**config.mk**
```make
export PLATFORM = sky130hd
export DESIGN_NAME = bit_pop_counter
export DESIGN_NICKNAME = d
export VERILOG_FILES = /design/src/rtl/bit_pop_pkg.sv /design/src/rtl/popcount_chunk.sv /design/src/rtl/bit_pop_counter.sv
export SDC_FILE = /design/constraint.sdc
export NUM_CORES = 1
export LEC_CHECK = 0
export ABC_AREA = 1
export CORE_MARGIN = 3
export CORE_UTILIZATION = 40
export DETAILED_ROUTE_END_ITERATION = 16
export PLACE_DENSITY = 0.64
export SYNTH_ARGS = -nofsm -noshare
export SYNTH_HDL_FRONTEND = slang
export SYNTH_SLANG_ARGS = --single-unit
```
**constraint.sdc**
```tcl
create_clock -name clk_i -period 4.1 [get_ports clk_i]
set_clock_uncertainty 0.05 [all_clocks]
set_input_delay 0.82 -clock clk_i [delete_from_list [all_inputs] [get_ports clk_i]]
set_output_delay 0.82 -clock clk_i [all_outputs]
set_load 0.02 [all_outputs]
```
**src/rtl/bit_pop_pkg.sv**
```systemverilog
// bit_pop_pkg: width helpers shared by the population counter and its chunk counters
package bit_pop_pkg;
    function automatic int cw_of(input int width);
        return $clog2(width) + 2;
    endfunction
    function automatic int cnt_w_of(input int chunk);
        return $clog2(chunk) + 1;
    endfunction
endpackage

```
**src/rtl/popcount_chunk.sv**
```systemverilog
// popcount_chunk: combinational count of set bits in one CHUNK-bit slice
module popcount_chunk
    import bit_pop_pkg::*;
#(
    parameter int CHUNK = 4
) (
    input  logic [CHUNK-1:0]              bits_i,
    output logic [cnt_w_of(CHUNK)-1:0]    cnt_o
);
    localparam int KW = cnt_w_of(CHUNK);
    always_comb begin
        cnt_o = '0;
        for (int i = 0; i < CHUNK; i++) cnt_o = cnt_o + KW'(bits_i[i]);
    end
endmodule

```
**src/rtl/bit_pop_counter.sv**
```systemverilog
// bit_pop_counter: two-stage pipelined population counter, one word per clock
module bit_pop_counter
    import bit_pop_pkg::*;
#(
    parameter int WIDTH = 32,
    parameter int CHUNK = 4
) (
    input  logic                       clk_i,
    input  logic                       arst_n_i,
    input  logic                       data_val_i,
    input  logic [WIDTH-1:0]           data_i,
    output logic                       data_val_o,
    output logic [cw_of(WIDTH)-1:0]    data_o
);
    localparam int CW = cw_of(WIDTH);
    localparam int KW = cnt_w_of(CHUNK);
    localparam int N  = (WIDTH + CHUNK - 1) / CHUNK;
    logic [N*CHUNK-1:0] pad;
    logic [KW-1:0]      raw [N];
    logic [KW-1:0]      cnt_d [N];
    logic [KW-1:0]      cnt_q [N];
    logic               val_q;
    logic [CW-1:0]      sum_d;
    logic [CW-1:0]      data_q;
    logic               data_val_q;
    // last chunk is zero-padded on the MSB side
    assign pad = (N*CHUNK)'(data_i);
    for (genvar g = 0; g < N; g++) begin : g_chunk
        popcount_chunk #(.CHUNK(CHUNK)) u_chunk (
            .bits_i (pad[g*CHUNK +: CHUNK]),
            .cnt_o  (raw[g])
        );
        assign cnt_d[g] = data_val_i ? raw[g] : '0;
    end
    always_comb begin
        sum_d = '0;
        for (int i = 0; i < N; i++) sum_d = sum_d + CW'(cnt_q[i]);
    end
    always_ff @(posedge clk_i or negedge arst_n_i) begin
        if (!arst_n_i) begin
            cnt_q      <= '{default: '0};
            val_q      <= 1'b0;
            data_q     <= '0;
            data_val_q <= 1'b0;
        end else begin
            cnt_q      <= cnt_d;
            val_q      <= data_val_i;
            data_q     <= sum_d;
            data_val_q <= val_q;
        end
    end
    assign data_o     = data_q;
    assign data_val_o = data_val_q;
endmodule

```
==> summary.txt <==
Placement
  • Port bufs: 41
  • Placement Setup Slack: 0.581 ns
  • Area post-placement: 2500 um2
  • GPL Wtd Cong: 0.733
  • Placed Cells: 299
  • Placed wire-length estimate: 2380 um

Synthesis
  • Avg Synthesized Cell Area: 10.5 um2
  • Yosys top cell area share: 39.4%
  • Total nets after synthesis: 275
  • Synth area leaders: dfrtp_1 39%, fa_1 25%, inv_1 15%
  • Library cells used by synthesis: 13
  • Synth Register Bits: 32
  • Seq/Total Area, Yosys: 39.4%
  • Post-Syn Area: 2030 um2
  • Post-Syn Instances: 193
  • Syn. warnings: 0
  • Cell type with the largest total area after synthesis: dfrtp_1

STA
  • Max-slew headroom: 57.8%
  • Final setup violation count: 0
  • Final Max Tran Viols: 0
  • Max Freq: 285 MHz
  • Final worst slack: 0.594 ns
  • RSZ-0062 raised after global routing: no
  • Min Hold Slack: 0.299 ns
  • Hold Violations, Final: 0
  • Minimum clock period: 3.51 ns
  • Tcrit/Tclk final: 85.5%
  • Setup_tns: 0 ns
  • Tightest Pin Transition: 0.631 ns

Clock tree
  • H-tree Lvls: 2
  • TritonCTS Buffers: 5
  • Clock slew at reported path FFs: 0.06 ns
  • Clock buffer depth: 2
  • Post_cts resized: 0
  • Post-CTS Hold Buffers: 0
  • Skew-Pair Late Insertion Delay: 0.28 ns
  • CTS root buf: clkbuf_8
  • Post-CTS Setup Repair Bufs: 0
  • CTS tree: built
  • Number of clock sinks: 32

Critical path
  • CP Max Fanout: 2
  • CP arrival: 3.62 ns
  • Worst endpoint required time: 4.22 ns
  • CP endpoint kind: register
  • Startpoint types: register
  • Setup Crit Path Kind: register to register

Drt
  • Routed WL: 2860 um
  • Iteration count of the initial detailed-routing pass: 4
  • Vias per inst: 3.95
  • Drt wl/cell: 9.33 um
  • Post-route ant nets: 0
  • Iter 0 DRT Violations: 28
  • Drt drc: 0
  • Vias: 1,214

Finish
  • Core Util, Final: 54.2%
  • Fillers: 458
  • Final net count: 321
  • Ant diodes: 0
  • P&R area growth vs syn: 28.3%
  • Cell Count, Final, Fillers Out: 307
  • Layout cell share with drive strength beyond 1: 3.75%
  • Non-Filler Cell Area, Final: 2610 um2

Global route
  • Antenna violations before repair: 0
  • Vias in the first global route: 1,245
  • First-pass GRT wire length: 5160 um
  • GR Util All Layers: 11.4%
  • Largest net degree at the start of global routing: 33
  • Grt ovf: 0

Floorplanning
  • Rows: 25
  • Die Y: 77.3 um
  • Die area: 5980 um2
  • Core area: 4820 um2
  • Starting Density: 42.2%
  • Io pins: 43
  • Die W: 77.3 um

Power
  • Pwr dens: 400 nW/um2
  • Maximum vdd ir drop: 207 uV
  • Total Power: 1.05 mW
  • Leakage power: 1.50 nW

Outcome
  • Status: complete, no violations

Hold path
  • Min-delay worst type: register to register

Run
  • Max-Cap Viols: 0
registers in the layout, summed over array words and instances, names as in the netlist:
signal	cells
val_q	1
cnt_q	24
data_val_o	1
data_o	6
power breakdown:
| part | leakage, nW | internal, mW | total [mW] | switching [mW] |
|---|---|---|---|---|
| clock | 0.0552 | 0.180 | 0.288 | 0.108 |
| combinational | 1.03 | 0.179 | 0.380 | 0.201 |
| sequential | 0.414 | 0.365 | 0.377 | 0.0123 |
| total | 1.50 | 0.724 | 1.05 | 0.322 |
cell usage after synthesis, drive strengths merged:
master and n:
conb 1, nand2 17, fa 25, buf 3, ha 22, dfrtp 32, nor2 8, nand3 2
xor2 1, inv 82
worst paths after layout:
path | slack [ns] | to | depth (start not counted) | from
max | 0.59 | data_o[4] | 9 | cnt_q[2]
min | 0.30 | data_val_o | 0 | val_q
max reg2reg | 0.59 | data_o[4] | 9 | cnt_q[2]
min reg2reg | 0.30 | data_val_o | 0 | val_q
max in group asynchronous | 2.84 | cnt_q[22] | 2 | arst_n_i
min in group asynchronous | 0.87 | val_q | 2 | arst_n_i
routing by layer:
| metal | track usage [%] | up-vias | share of wire [%] |
|---|---|---|---|
| li1 | - | 608 | - |
| met1 | 13.2 | 572 | 40 |
| met2 | 18.7 | 27 | 51 |
| met3 | 3.76 | 7 | 6.1 |
| met4 | 6.41 | 0 | 2.6 |
| met5 | 0 | - | 0 |
worst max-delay path, stage by stage (launching register included):
cell	delay, ns
dfrtp_1	0.39
fa_1	0.52
fa_1	0.52
fa_1	0.55
inv_1	0.05
fa_1	0.53
inv_1	0.04
ha_1	0.21
fa_1	0.38
xor2_1	0.15
cell type report:
type / count / area (um2) / area share (%)
Tap cell: 67 / 83.8 / 3.21
Inverter: 82 / 308 / 11.8
Clock buffer: 6 / 72.6 / 2.78
Multi-Input combinational cell: 76 / 892 / 34.2
Sequential cell: 32 / 801 / 30.7
Clock inverter: 2 / 35.0 / 1.34
Timing Repair Buffer: 42 / 418 / 16.0
placed cells by master (no fill, tap or decap):
cell type        count
clkinv_2             1
ha_1                22
nand2_1             17
xor2_1               1
buf_4                1
fa_1                25
inv_2                1
bufinv_16            1
conb_1               1
nor2_1               8
nand3_1              2
inv_1               81
dfrtp_1             32
clkdlybuf4s50_1     41
clkbuf_1             1
clkbuf_8             5
cells by family after synthesis:
kind of cell	after synthesis	share of synthesized area [%]
and+or+nand+nor	27	5.10
DFF	32	39.4
xor gates and xnor gates	1	0.431
adders and majority gates	47	38.1
buffers and inverters	85	16.8
other	1	0.184
No activity file was read; power rests on OpenSTA's default activity.
